===== config.mk =====
export PLATFORM = sky130hd
export DESIGN_NAME = arbitro_rr_4a1
export DESIGN_NICKNAME = d
export VERILOG_FILES = /design/src/rtl/arb_pkg.sv /design/src/rtl/rr_grant4.sv /design/src/rtl/arbitro_rr_4a1.sv
export SDC_FILE = /design/constraint.sdc
export NUM_CORES = 1
export LEC_CHECK = 0
export CAP_MARGIN = 20
export CORE_AREA = 2 2 67 69
export CTS_CLUSTER_DIAMETER = 30
export DETAILED_ROUTE_END_ITERATION = 6
export DIE_AREA = 0 0 69 71
export PLACE_DENSITY = 0.75
export SYNTH_ARGS = -nofsm -noshare
export SYNTH_HDL_FRONTEND = slang
export SYNTH_SLANG_ARGS = --single-unit

===== constraint.sdc =====
create_clock -name clk -period 3.26 [get_ports clk]
set_input_delay 0.815 -clock clk [delete_from_list [all_inputs] [get_ports clk]]
set_output_delay 0.815 -clock clk [all_outputs]
set_load 0.01 [all_outputs]

===== src/rtl/arb_pkg.sv =====
// rtl/arb_pkg.sv - shared types and constants for the four-input round-robin scheduler
package arb_pkg;

    localparam int NUM_FIFOS = 4;
    localparam int PTR_W     = 2;

    typedef logic [PTR_W-1:0] ptr_t;

    typedef enum logic [1:0] {
        IDLE   = 2'd0,
        ACTIVE = 2'd1,
        STALL  = 2'd2
    } arb_state_t;

endpackage


===== src/rtl/rr_grant4.sv =====
// rtl/rr_grant4.sv - rotate-priority encoder: first requester after last, wrapping
module rr_grant4
    import arb_pkg::*;
(
    input  logic [NUM_FIFOS-1:0] req,
    input  ptr_t                 last,
    output logic [NUM_FIFOS-1:0] gnt,
    output ptr_t                 idx,
    output logic                 found
);

    ptr_t cand;

    // Walk last+1 .. last+4 (mod 4); the first requester wins, so last itself has lowest priority
    always_comb begin
        gnt   = '0;
        idx   = '0;
        found = 1'b0;
        cand  = '0;
        for (int k = 1; k <= NUM_FIFOS; k++) begin
            cand = last + ptr_t'(k);
            if (!found && req[cand]) begin
                found     = 1'b1;
                idx       = cand;
                gnt[cand] = 1'b1;
            end
        end
    end

endmodule


===== src/rtl/arbitro_rr_4a1.sv =====
// rtl/arbitro_rr_4a1.sv - drains four class FIFOs into one destination FIFO, optional ARB_BURST_EN
module arbitro_rr_4a1
    import arb_pkg::*;
#(
    parameter int WORD_SIZE = 12,
    parameter int BURST_LEN = 2
) (
    input  logic                           clk,
    input  logic                           reset,
    input  logic [NUM_FIFOS*WORD_SIZE-1:0] data_in_arb,
    input  logic [NUM_FIFOS-1:0]           fifos_empty,
    input  logic                           fifo_almost_full,
    output logic [NUM_FIFOS-1:0]           pop,
    output logic                           push,
    output logic [WORD_SIZE-1:0]           data_out_arb,
    output logic                           idle
);

    arb_state_t           state;
    arb_state_t           state_nx;
    ptr_t                 last;
    ptr_t                 sel_q;
    ptr_t                 grant_idx;
    logic                 grant_found;
    logic [NUM_FIFOS-1:0] grant_vec;
    logic [NUM_FIFOS-1:0] req;
    logic [NUM_FIFOS-1:0] rr_gnt;
    ptr_t                 rr_idx;
    logic                 rr_found;
    logic                 push_q;
    logic [WORD_SIZE-1:0] slice;
    logic [WORD_SIZE-1:0] hold_q;
    logic                 any_req;
    logic                 all_empty;

    assign req       = ~fifos_empty;
    assign any_req   = |req;
    assign all_empty = &fifos_empty;

    rr_grant4 u_rr_grant4 (
        .req   (req),
        .last  (last),
        .gnt   (rr_gnt),
        .idx   (rr_idx),
        .found (rr_found)
    );

`ifdef ARB_BURST_EN
    localparam int CNT_W = $clog2(BURST_LEN + 1);

    logic [CNT_W-1:0] burst_cnt;
    logic             burst_hold;

    // The current grantee keeps the grant while it has pops left in its burst and is still nonempty
    always_comb begin
        burst_hold = (burst_cnt != '0) && (burst_cnt < CNT_W'(BURST_LEN)) && req[last];
        if (burst_hold) begin
            grant_vec   = '0;
            grant_vec[last] = 1'b1;
            grant_idx   = last;
            grant_found = 1'b1;
        end else begin
            grant_vec   = rr_gnt;
            grant_idx   = rr_idx;
            grant_found = rr_found;
        end
    end

    // Count consecutive pops of one grantee; any cycle without a pop (stall or drained) restarts it
    always_ff @(posedge clk or negedge reset) begin
        if (!reset) begin
            burst_cnt <= '0;
        end else if (|pop) begin
            burst_cnt <= burst_hold ? burst_cnt + CNT_W'(1) : CNT_W'(1);
        end else begin
            burst_cnt <= '0;
        end
    end
`else
    logic unused_burst_len;
    assign unused_burst_len = ^BURST_LEN;

    // Strict round robin: one pop per grantee before moving on
    always_comb begin
        grant_vec   = rr_gnt;
        grant_idx   = rr_idx;
        grant_found = rr_found;
    end
`endif

    // Pop is combinational so a FIFO emptying this cycle is never popped; almost_full blocks it outright
    always_comb begin
        pop = '0;
        if (reset && grant_found && !fifo_almost_full) begin
            pop = grant_vec;
        end
    end

    // The pointer moves only on an actual pop, so it stays put while stalled
    always_ff @(posedge clk or negedge reset) begin
        if (!reset) begin
            last <= ptr_t'(NUM_FIFOS - 1);
        end else if (|pop) begin
            last <= grant_idx;
        end
    end

    // Remember which FIFO was popped; its read data arrives one cycle later
    always_ff @(posedge clk or negedge reset) begin
        if (!reset) begin
            push_q <= 1'b0;
            sel_q  <= '0;
        end else begin
            push_q <= |pop;
            if (|pop) begin
                sel_q <= grant_idx;
            end
        end
    end

    // Select the read data of the FIFO popped last cycle
    always_comb begin
        slice = '0;
        for (int i = 0; i < NUM_FIFOS; i++) begin
            if (sel_q == ptr_t'(i)) begin
                slice = data_in_arb[i*WORD_SIZE +: WORD_SIZE];
            end
        end
    end

    // Keep the last pushed word so the output holds steady between pushes
    always_ff @(posedge clk or negedge reset) begin
        if (!reset) begin
            hold_q <= '0;
        end else if (push_q) begin
            hold_q <= slice;
        end
    end

    assign push         = push_q;
    assign data_out_arb = push_q ? slice : hold_q;

    // State register
    always_ff @(posedge clk or negedge reset) begin
        if (!reset) begin
            state <= IDLE;
        end else begin
            state <= state_nx;
        end
    end

    // Next state: drained sources win over backpressure; all-empty implies no pop, so nothing is pending
    always_comb begin
        state_nx = state;
        case (state)
            IDLE: begin
                if (any_req) begin
                    state_nx = fifo_almost_full ? STALL : ACTIVE;
                end
            end
            ACTIVE: begin
                if (all_empty) begin
                    state_nx = IDLE;
                end else if (fifo_almost_full) begin
                    state_nx = STALL;
                end
            end
            STALL: begin
                if (all_empty) begin
                    state_nx = IDLE;
                end else if (!fifo_almost_full) begin
                    state_nx = ACTIVE;
                end
            end
            default: state_nx = IDLE;
        endcase
    end

    assign idle = (state == IDLE);

endmodule


==> results.md, run 1 <==
* Cell with the most instances after synthesis: dfrtp_1
* GR Layer Usage met3 at 0.03846
* Synth area leaders: dfrtp_1 29%, mux4_2 23%, mux2_2 12%
* DR vias/cell at 5.353
* Critical path type: primary input to register
* Yosys reg bits at 19
* Number of buffers added on ports at 72
* Commonest cells post-synth: 17 x dfrtp_1, 16 x mux2_2, 15 x mux4_2
* Pre-CTS setup slack at -0.6001 ns
* Synthesized area per cell at 12.50 um^2
* Synth Instances at 119
* Layout cells sized above 1 at 0.3946
* Min Tclk post-route at 3.244 ns
* H-tree Lvls at 1
* Status: finished, final reports clean
* Core Footprint at 0.004204 mm^2
* GPL Wtd Cong at 0.8692
* Period Utilization, post-route at 0.9950
* Pre-Repair DR Iteration Count at 4
* Synth cell types at 29
* Post-synth EDFFs at 0
* Total power at 2.497 mW
* Family with the most delay on the worst path: compound AO/OA/AOI/OAI gates
* Ys flop type: dfrtp_1
* Worst path cell trace: clkdlybuf4s15_2, mux4_2, nor2b_4, a221o_1, buf_4, buf_4, a221o_1, o311ai_4, mux2_1
* Worst-Margin Slew at 0.5531 ns
* Final core occ at 0.6074
* Starting Density at 0.3539
* Crit Path Max Fanout at 5
* Arrival time worst endpoint at 3.38 ns
* Final setup fails at 0
* Clock buffer depth at 2
* GRT Util Overall at 0.1879
* Top Ports at 73
* Yosys warns at 0
* Die ar. at 0.004899 mm^2
* Worst Skew at 0.006360 ns
* Synth Net Count at 180
* Post-Route WL at 4653 um
* # nets final at 285
* Slew Limit Fails at 0
* Worst setup EP type: register
* TritonCTS clock tree: yes
* CTS root buf: clkbuf_8
* Num CTS Buffers at 3
* Routed len/inst at 16.92 um
* Leak Pwr at 1.096 nW
* Endpoints failing hold at 0
* Busiest layer in global routing: met2
* Placed insts at 264
* Asr flop ratio synth at 1.000
* Antenna-violating nets left at 0
* Worst Setup Start Kind: primary input
* DRT iter0 DRCs at 50
* Unrepaired setup endpoints after global routing: true
* Power Density at 977.7 mW/mm^2
* N_diodes at 0
* Top cell type's share of synthesized area at 0.2860
* M1 GR Usage at 0.2368
* Required time worst endpoint at 3.40 ns
* Layout area overhead at 71.66%
* Die Wd at 69 um
* Grt total ovfl at 0
* Total of max-cap violations at 0
* Antenna violations before repair at 0
* DR vias at 1,472
* Slew Limit Headroom at 0.6312
* Worst Path Buf+Inv at 3
* Clock-pin slew on the worst setup and hold paths at 0.07 ns
* Slowest CP cell: mux4_2
* DIE HEIGHT at 71 um
* Grt met2 use at 0.3301
* Final std cells w/o fill at 275
* Mapped Area at 0.001488 mm^2
* CTS Sinks at 19
* Cts hold-fix bufs at 0
* Post-synthesis sequential area ratio at 0.3213
* Number of cell rows at 24
* Post-DP HPWL at 3572 um
* Maximum vdd drop at 0.5262 mV
* Worst skew pair latency at 0.26 ns
* Largest net degree at the start of global routing at 20
* Worst min-delay path class: register to register
* Vias in the first global route at 1,488
* # DRC at 0
* Setup ws final at 0.01627 ns
* First-pass GRT wire length at 7383 um
* Post-route setup TNS at 0 ns
* Cell taking the most area after synthesis: dfrtp_1
* Critical Path Max Stage Delay at 0.49 ns
* Fmax achieved at 0.3083 GHz
[routing by layer]
layer / part of all wire / vias up / wire length, um
met5: 0 / - / 0
met4: 0.011 / 0 / 51
met3: 0.062 / 6 / 290
met2: 0.49 / 67 / 2261
met1: 0.44 / 716 / 2050
li1: - / 683 / -
[logic make-up after synthesis]
family                     share of synthesized area
muxes                                         0.4121
AOI/OAI and AO/OA                             0.1186
and+or+nand+nor                              0.07485
DFF                                           0.3213
buffers and inverters                        0.02271
adders and majority gates                    0.05046
[final timing paths]
check / startpoint / endpoint / slack [ns] / depth (start not counted)
max: fifos_empty[1] / sel_q[1] / 0.02 / 9
min: hold_q[10] / hold_q[10] / 0.49 / 1
max reg2reg: last[0] / sel_q[1] / 0.04 / 9
min reg2reg: hold_q[10] / hold_q[10] / 0.49 / 1
max in group asynchronous: reset / last[1] / 2.08 / 2
min in group asynchronous: reset / hold_q[2] / 0.91 / 2
[placed cells by master (no fill, tap or decap), types with 2 or more instances in the layout]
| cell type | count |
|---|---|
| clkdlybuf4s50_1 | 52 |
| buf_4 | 31 |
| dfrtp_1 | 17 |
| mux2_2 | 16 |
| mux4_2 | 15 |
| dlygate4sd2_1 | 11 |
| nor2_1 | 9 |
| a21oi_1 | 6 |
| mux2i_1 | 5 |
| ha_1 | 5 |
| buf_2 | 5 |
| inv_1 | 4 |
| mux2_1 | 4 |
| a221o_1 | 3 |
| nand2_1 | 3 |
| o21ai_0 | 3 |
| clkbuf_8 | 3 |
| clkdlybuf4s15_2 | 3 |
| nand2_2 | 2 |
| nor2b_1 | 2 |
| a221oi_2 | 2 |
| o31ai_1 | 2 |
| dfstp_2 | 2 |
[report_power, final]
group / internal [mW] / switching [mW] / total, mW
Clock: 0.0850 / 0.0800 / 0.165
Combinational: 1.06 / 0.808 / 1.86
Sequential: 0.362 / 0.107 / 0.468
[per-stage QoR]
stage                     instance area (um^2)  hold slack (ns)
final                                     2554           0.4944
after CTS                                 2532           0.4999
after detailed placement                  2442           0.4835
after global placement                    2442           0.4787
after global routing                      2554           0.5122
after floorplan                           1488           0.4559
[cell type report]
cell class                 count  area [um^2]
clock inverter                 1        5.005
inverter                       4        15.01
tap                           52        65.06
fill                         348         1650
multi-input combinational     92         1017
clock buffer                   3        41.29
timing repair buffer         104        932.1
sequential                    19        478.0
[registers in the layout, indices dropped and copies added, names as in the netlist]
register / cells
hold_q: 12
last: 2
push: 1
sel_q: 2
state: 2
[timing repair]
action / CTS / global route
hold endpoints to repair: 0 / 0
endpoints found under the setup margin: 18 / 4
setup buffers: 4 / 3
pin swaps: 5 / 5
gates resized for setup: 45 / 7
No activity file was read; power rests on OpenSTA's default activity.
==> inputs of run 2 (changes only) <==
--- a/config.mk
+++ b/config.mk
@@ -5,12 +5,12 @@
 export SDC_FILE = /design/constraint.sdc
 export NUM_CORES = 1
 export LEC_CHECK = 0
-export CAP_MARGIN = 20
 export CORE_AREA = 2 2 67 69
 export CTS_CLUSTER_DIAMETER = 30
 export DETAILED_ROUTE_END_ITERATION = 6
 export DIE_AREA = 0 0 69 71
 export PLACE_DENSITY = 0.75
+export REMOVE_ABC_BUFFERS = 1
 export SYNTH_ARGS = -nofsm -noshare
 export SYNTH_HDL_FRONTEND = slang
 export SYNTH_SLANG_ARGS = --single-unit
==> run 2 against run 1 <==
Against the previous run: register-to-register slack improved by 0.11 ns; via count decreased by 0.61%; total power decreased by 1.6%; sequential power decreased by 0.9%; combinational power about the same; global-route usage decreased by 0.33 points; highest routed layer unchanged; critical path depth decreased by 2.
==> results.md, run 2 (same netlist as run 1, synthesis figures left out) <==
* Status: finished, final reports clean
* Final core occ at 0.5973
* Number of buffers added on ports at 72
* Worst Setup Start Kind: primary input
* N_diodes at 0
* Die Wd at 69 um
* Min Tclk post-route at 3.191 ns
* DIE HEIGHT at 71 um
* Arrival time worst endpoint at 2.38 ns
* Commonest non-fill, non-tap cell in the layout: clkdlybuf4s50_1
* Switch Pwr at 0.9630 mW
* Placed insts at 259
* Worst min-delay path class: register to register
* Final setup fails at 0
* Routed len/inst at 16.80 um
* Fmax achieved at 0.3134 GHz
* Slowest CP cell: mux4_2
* Worst Path Buf+Inv at 2
* Max reg flops at 12
* Filler cells at 353
* Sw frac at 0.3921
* Num CTS Buffers at 3
* Vias in the first global route at 1,497
* Post-Route WL at 4518 um
* Critical path type: primary input to output pin
* DRT iter0 DRCs at 105
* Antenna-violating nets left at 0
* Power Internal at 1.493 mW
* Required time worst endpoint at 2.44 ns
* First-pass GRT wire length at 7424 um
* Worst-Margin Slew at 0.5485 ns
* Clock network power share at 0.063
* Cts hold-fix bufs at 0
* # DRC at 0
* Number of cell rows at 24
* Layout area overhead at 68.80%
* Period Utilization, post-route at 0.9788
* Clock-pin slew on the worst setup and hold paths at 0.06 ns
* DR vias at 1,463
* Pre-Repair DR Iteration Count at 4
* Grt total ovfl at 0
* Unrepaired setup endpoints after global routing: false
* Crit Path Max Fanout at 6
* Layout cells sized above 1 at 0.3733
* Biggest register: hold_q
* Endpoints failing hold at 0
* Area post-placement at 0.002417 mm^2
* CTS Sinks at 19
* Total power at 2.456 mW
* Slew Limit Fails at 0
* Combinational share of power at 0.748
* Commonest cells after routing, fill and taps aside: 52 x clkdlybuf4s50_1, 24 x buf_4, 17 x dfrtp_1, 16 x mux2_2, 15 x mux4_2
* CTS root buf: clkbuf_8
* Slew Limit Headroom at 0.6343
* Worst skew pair latency at 0.25 ns
* Core Footprint at 0.004204 mm^2
* GRT Util Overall at 0.1846
* Post-DP HPWL at 3530 um
* Worst setup EP type: output pin
* Antenna violations before repair at 0
* DR vias/cell at 5.439
* Family with the most delay on the worst path: multiplexers
* Total of max-cap violations at 0
* Top Ports at 73
* Worst path cell trace: clkdlybuf4s15_2, mux4_2, nor2b_4, a221o_1, a22oi_1, nor2_1, buf_2
* Starting Density at 0.3539
* Die ar. at 0.004899 mm^2
* Clock buffer depth at 2
* Worst Skew at 0.002293 ns
* Maximum vdd drop at 0.4669 mV
* H-tree Lvls at 1
* GPL Wtd Cong at 0.9448
* Final std cells w/o fill at 269
* Largest net degree at the start of global routing at 20
* Flop pwr share at 0.189
* Design area at 0.002511 mm^2
* Power Density at 978.1 mW/mm^2
* Post-route setup TNS at 0 ns
* TritonCTS clock tree: yes
* # nets final at 279
* Critical Path Max Stage Delay at 0.49 ns
* Leak Pwr at 1.080 nW
[run 2: what timing repair did]
action | 4_1_cts | 5_1_grt
setup buffers | 6 | 0
pin swaps | 3 | 1
endpoints found under the setup margin | 19 | 9
resized for setup | 37 | 12
[run 2: routing by layer]
metal	global-route usage	routed length [um]	vias to the layer above	share of wire
met5	0	0	-	0
met4	0.02179	4	0	0.00089
met3	0.04416	422	2	0.093
met2	0.3429	2297	86	0.51
met1	0.2242	1792	709	0.40
li1	-	-	666	-
[run 2: final timing paths]
path                                 from         to  slack, ns  depth (start not counted)
hold / removal                  hold_q[5]  hold_q[5]       0.50                          1
min in group asynchronous           reset   sel_q[1]       0.98                          2
hold reg to reg                 hold_q[5]  hold_q[5]       0.50                          1
max in group asynchronous           reset    last[1]       2.03                          2
setup reg to reg                  last[0]   sel_q[1]       0.15                         12
setup / recovery           fifos_empty[2]     pop[1]       0.07                          7
[run 2: worst reg2reg max path, cell delays in order, from the launching register on]
cell	delay, ns
dfstp_2	0.54
buf_6	0.15
mux4_2	0.53
nor2b_4	0.17
a221oi_2	0.21
nor2_1	0.09
buf_4	0.13
buf_4	0.12
buf_4	0.12
buf_4	0.12
buf_4	0.13
o311ai_4	0.36
mux2_4	0.34
[run 2: per-stage QoR]
step,hold slack [ns],setup WS [ns]
3_3_place_gp,0.4786,-0.5509
4_1_cts,0.5014,0.0004166
6_report,0.4978,0.06910
5_1_grt,0.5088,0.001242
3_5_place_dp,0.4878,-0.6190
2_1_floorplan,0.4559,0.1939
[run 2: area by class of cell]
cell class,instances,area [um^2],area share
inverters,4,15.01,0.005979
flip-flops and latches,19,478.0,0.1903
clock buffers,3,41.29,0.01644
clock inverters,1,5.005,0.001993
well taps,52,65.06,0.02591
repair buffers,98,893.4,0.3558
multi-input cells,92,1013,0.4036
[run 2: power by group through the flow]
| stage | clock, mW | combinational (mW) | sequential (mW) |
|---|---|---|---|
| final | 0.155 | 1.84 | 0.464 |
| after global routing | 0.175 | 1.97 | 0.484 |
| after CTS | 0.163 | 1.81 | 0.464 |
| after detailed placement | 0 | 1.74 | 0.468 |
| after global placement | 0 | 1.69 | 0.459 |
| after floorplan | 0 | 0.938 | 0.501 |
